File: src/rtl/riscv_hazard_ctrl.sv
// Hazard/interlock controller for the riscv32i pipeline: tracks in-flight destinations
// after ID and derives forwarding selects, load-use stalls, redirect flushes and CSR freeze.
module riscv_hazard_ctrl #(
    parameter int REG_AW     = 5,
    parameter int NSTAGE     = 3,
    parameter int ALU_READY  = 1,
    parameter int LOAD_READY = 2,
    parameter int REDIR_SLOT = 1,
    parameter int CNT_W      = 16
) (
    input  logic                        clk,
    input  logic                        reset,
    input  logic                        id_valid,
    input  logic                        id_rs1_en,
    input  logic [REG_AW-1:0]           id_rs1_addr,
    input  logic                        id_rs2_en,
    input  logic [REG_AW-1:0]           id_rs2_addr,
    input  logic                        id_rd_en,
    input  logic [REG_AW-1:0]           id_rd_addr,
    input  logic                        id_is_load,
    input  logic                        redirect,
    input  logic                        csr_delay,
    output logic                        stall_id,
    output logic                        bubble_exe,
    output logic                        flush_if_id,
    output logic                        freeze,
    output logic [$clog2(NSTAGE+1)-1:0] fwd_rs1_sel,
    output logic [$clog2(NSTAGE+1)-1:0] fwd_rs2_sel,
    output logic [CNT_W-1:0]            stall_cnt
);
    localparam int SEL_W = $clog2(NSTAGE + 1);

    logic [NSTAGE-1:0] vld_q, vld_d;
    logic [NSTAGE-1:0] rd_en_q, rd_en_d;
    logic [NSTAGE-1:0] load_q, load_d;
    logic [REG_AW-1:0] rd_addr_q [NSTAGE];
    logic [REG_AW-1:0] rd_addr_d [NSTAGE];
    logic [CNT_W-1:0]  stall_cnt_q, stall_cnt_d;

    logic             hit1, hit2, rdy1, rdy2;
    logic [SEL_W-1:0] slot1, slot2;
    logic             load_use;

    function automatic logic slot_ready(input int k, input logic is_load);
        return k >= (is_load ? LOAD_READY : ALU_READY);
    endfunction

    always_comb begin
        hit1  = 1'b0;
        rdy1  = 1'b0;
        slot1 = '0;
        hit2  = 1'b0;
        rdy2  = 1'b0;
        slot2 = '0;
        // Scan oldest to youngest so the youngest match is the one left standing.
        for (int k = NSTAGE - 1; k >= 0; k--) begin
            if (vld_q[k] && rd_en_q[k]) begin
                if (id_rs1_en && id_rs1_addr != '0 && rd_addr_q[k] == id_rs1_addr) begin
                    hit1  = 1'b1;
                    rdy1  = slot_ready(k, load_q[k]);
                    slot1 = SEL_W'(k + 1);
                end
                if (id_rs2_en && id_rs2_addr != '0 && rd_addr_q[k] == id_rs2_addr) begin
                    hit2  = 1'b1;
                    rdy2  = slot_ready(k, load_q[k]);
                    slot2 = SEL_W'(k + 1);
                end
            end
        end
    end

    always_comb begin
        load_use    = id_valid && ((hit1 && !rdy1) || (hit2 && !rdy2));
        stall_id    = 1'b0;
        bubble_exe  = 1'b0;
        flush_if_id = 1'b0;
        freeze      = 1'b0;
        fwd_rs1_sel = '0;
        fwd_rs2_sel = '0;
        stall_cnt   = '0;
        if (!reset) begin
            freeze      = csr_delay;
            stall_id    = csr_delay || (load_use && !redirect);
            bubble_exe  = !csr_delay && load_use && !redirect;
            flush_if_id = !csr_delay && redirect;
            fwd_rs1_sel = (hit1 && rdy1) ? slot1 : '0;
            fwd_rs2_sel = (hit2 && rdy2) ? slot2 : '0;
            stall_cnt   = stall_cnt_q;
        end
    end

    always_comb begin
        vld_d       = vld_q;
        rd_en_d     = rd_en_q;
        load_d      = load_q;
        rd_addr_d   = rd_addr_q;
        stall_cnt_d = stall_cnt_q;
        if (!csr_delay) begin
            // Slots younger than the redirecting one are on the wrong path and die as they advance.
            for (int k = NSTAGE - 1; k > 0; k--) begin
                vld_d[k]     = vld_q[k-1] && !(redirect && (k - 1) < REDIR_SLOT);
                rd_en_d[k]   = rd_en_q[k-1];
                load_d[k]    = load_q[k-1];
                rd_addr_d[k] = rd_addr_q[k-1];
            end
            vld_d[0]     = id_valid && !load_use && !redirect;
            rd_en_d[0]   = id_rd_en;
            load_d[0]    = id_is_load;
            rd_addr_d[0] = id_rd_addr;
            if (load_use && !redirect && !(&stall_cnt_q)) begin
                stall_cnt_d = stall_cnt_q + CNT_W'(1);
            end
        end
    end

    always_ff @(posedge clk) begin
        if (reset) begin
            vld_q       <= '0;
            stall_cnt_q <= '0;
        end else begin
            vld_q       <= vld_d;
            stall_cnt_q <= stall_cnt_d;
        end
        rd_en_q   <= rd_en_d;
        load_q    <= load_d;
        rd_addr_q <= rd_addr_d;
    end
endmodule

File: config.mk
export PLATFORM = sky130hd
export DESIGN_NAME = riscv_hazard_ctrl
export DESIGN_NICKNAME = d
export VERILOG_FILES = /design/src/rtl/riscv_hazard_ctrl.sv
export SDC_FILE = /design/constraint.sdc
export NUM_CORES = 1
export LEC_CHECK = 0
export ABC_AREA = 1
export BUFFER_PORTS_ARGS = -buffer_cell sky130_fd_sc_hd__buf_2
export CAP_MARGIN = 20
export CORE_UTILIZATION = 56
export DETAILED_ROUTE_END_ITERATION = 8
export GPL_ROUTABILITY_DRIVEN = 0
export PLACE_DENSITY_LB_ADDON = 0.1
export SYNTH_ARGS = -nofsm -noshare
export SYNTH_HDL_FRONTEND = slang
export SYNTH_SLANG_ARGS = --single-unit
File: constraint.sdc
create_clock -name clk -period 3.9 [get_ports clk]
set_clock_uncertainty 0.15 [all_clocks]
set_input_delay 0.975 -clock clk [delete_from_list [all_inputs] [get_ports clk]]
set_output_delay 0.975 -clock clk [all_outputs]
set_load 0.02 [all_outputs]
==> results.yml <==
setup_path:
  cp-end-kind: "output port"
  arrival_ns: 2.45
  regToRegEndpoint: "stall_cnt_q[7]"
  critPathMaxFanout: 7
  required_ns: 2.77
  r2r_slack_ns: 1.70
  r2r_cells: 9
  start_kind: "input port"
  crit_type: "in2out"
  rr_startpoint: "stall_cnt_q[0]"
global_route:
  gr-total-overflow: 0
  grt_pass1_vias: 2003
  antenna_found_initial: 0
  grt_first_pass_wirelength_mm: 8.94
  gr-usage-all-layers: 0.262
  grt_max_degree: 27
drt:
  wl_met1_mm: 2.86
  firstDrtPassIters: 4
  avgViaCountPerCell: 5.23
  wire_per_inst_um: 12.4
  drc: 0
  vias: 2400
  wl_met2_mm: 2.42
  route.met3.wl_um: 353
  drt_iter0_drc: 218
  wl_mm: 5.70
  ant_nets: 0
  routed.top_layer: "met4"
clocking:
  cts_hold_buf: 0
  clk-insertion-delay-late_ns: 0.30
  ctsResizeCount: 0
  clockBufferDepth: 2
  h-tree-depth: 2
  cts-root-buf: "clkbuf_8"
  cts_setup_buffers: 0
  cts_tree: "done"
  cts_inserted_buffers: 5
  path_clk_slew_ns: 0.07
  cts.sinks: 39
sta:
  fin_setup_tns_ns: 0
  layout_setup_ws_ns: 0.329
  worst_pin_slew_ns: 0.519
  setup_violations: 0
  fin_crit_ns: 3.57
  hold_ws_ns: 0.277
  post-route-period-util: 0.916
  hold_violations: 0
  rsz0062_at_grt: "false"
  maxSlewViolCount: 0
  fmax_mhz: 280
  slew_headroom: 0.652
floorplanning:
  die_w_um: 68.3
  dieArea_sq_um: 4670
  fp.dieH_um: 68.3
  coreArea_sq_um: 4120
  boundaryPins: 48
  core.rowCount: 23
  initial_core_util: 0.598
yosys:
  synth_seq_cells: 39
  synth_area_sq_um: 2460
  synth_flop_cell: "edfxtp_1"
  syn_avg_cell_area_sq_um: 6.92
  synth_edf_count: 20
  yosysSeqAreaShare: 0.398
  syn_nets: 381
  synthDistinctLibCells: 36
  ys.warnings.count: 0
  synthCells: 356
  synthArstFlopShare: 0
outcome:
  status: "finished, final reports clean"
final_layout:
  nNetsFinal: 433
  diodes: 0
  multi_input_area_sq_um: 1220
  drive_above_1_share: 0.174
  fin_util: 0.698
  final_common_cell: "nand2_1"
  fillers: 367
  ff_latch_area_sq_um: 981
  area.growth.synth_to_final_pct: 16.6
  mostFrequentLayoutCells: "nand2_1 (86), inv_1 (61), nor2_1 (52)"
  design_area_sq_um: 2870
  layout.cells.non_filler: 459
flow_run:
  maxCapViolations: 0
hold_path:
  whs_path_depth: 0
  min_to: "load_q[1]"
  hold_path_class: "reg2reg"
  min_from: "load_q[0]"
placed_design:
  dp_hpwl_mm: 4.39
  place_ws_ns: 0.360
  dp.cells: 451
  place_area_sq_um: 2760
  port_buffers: 47
power:
  intPower_mw: 0.674
  clockPowerShare: 0.378
  peakVddDrop_mv: 0.275
  power_frac_comb: 0.106
  leakagePower_nw: 1.35
  switching_share: 0.251
  power_switching_mw: 0.226
  finalPower_mw: 0.900
  p_seq_frac: 0.515
  p_per_area_nw_per_um2: 313
metal layers:
layer,up-vias,global-route usage
li1,1241,-
met1,1075,0.365
met2,75,0.400
met3,9,0.0617
met4,0,0.0755
met5,-,0
sequential cells by signal (all words and copies together), names as in the netlist:
signal,cells
load_q,2
rd_addr_q,15
rd_en_q,3
stall_cnt_q,16
vld_q,3
synth_stat cells (4+ instances only):
| cell | number | area, sq um |
|---|---|---|
| xnor2_1 | 5 | 43.8 |
| nand3_1 | 19 | 95.1 |
| nor3_1 | 11 | 55.1 |
| inv_1 | 61 | 229 |
| nand4_1 | 8 | 50.1 |
| edfxtp_1 | 20 | 601 |
| nor4_1 | 5 | 31.3 |
| a21oi_1 | 13 | 65.1 |
| o21ai_0 | 14 | 70.1 |
| nand2_1 | 86 | 323 |
| dfxtp_1 | 19 | 380 |
| xor2_1 | 11 | 96.3 |
| nor2_1 | 52 | 195 |
| inv_2 | 4 | 15.0 |
how the worst max path moves through the flow:
stage                              start        endpoint  slack [ns]  depth (start not counted)
after CTS                 id_rs1_addr[4]        stall_id        0.36                         15
after global routing      id_rs2_addr[0]  fwd_rs2_sel[0]        0.05                         12
after detailed placement  id_rs2_addr[1]        stall_id        0.36                         11
after global placement    id_rs1_addr[1]      bubble_exe        0.41                         13
after floorplan           id_rs1_addr[1]      bubble_exe        0.38                         11
final                     id_rs1_addr[1]        stall_id        0.33                         13
power groups by stage:
stage / Combinational, mW / Sequential, mW / Clock (mW)
after floorplan: 0.0610 / 0.468 / 0
after global placement: 0.0931 / 0.472 / 0
after detailed placement: 0.0946 / 0.473 / 0
after CTS: 0.0952 / 0.464 / 0.347
after global routing: 0.108 / 0.466 / 0.364
final: 0.0958 / 0.464 / 0.340
kinds of logic (layout without fill, tap and decap cells):
| logic type | after synthesis | after routing | share of synthesized area |
|---|---|---|---|
| AOI/OAI and AO/OA | 38 | 38 | 0.0874 |
| DFF | 39 | 39 | 0.398 |
| adders and majority gates | 1 | 1 | 0.00508 |
| buffers and inverters | 69 | 122 | 0.106 |
| xor gates and xnor gates | 16 | 16 | 0.0569 |
| and+or+nand+nor | 193 | 193 | 0.347 |
final cells by class:
type | instances | share of cell area
multi-input combinational | 248 | 0.425
clock inverter | 3 | 0.0153
sequential | 39 | 0.342
tap | 50 | 0.0218
inverter | 65 | 0.0850
clock buffer | 5 | 0.0240
timing repair buffer | 49 | 0.0871
critical path: stages:
cell and delay [ns]:
buf_2 0.14, inv_1 0.10, nand2_1 0.05, nand2_1 0.06, nand2_1 0.06, nor2_1 0.14
nand4_1 0.16, nand3b_1 0.14, nand2_2 0.07, nand2_4 0.10, nand3_1 0.12, a21oi_1 0.15
buf_2 0.18
Note: power is estimated with default switching activity, not from simulation.
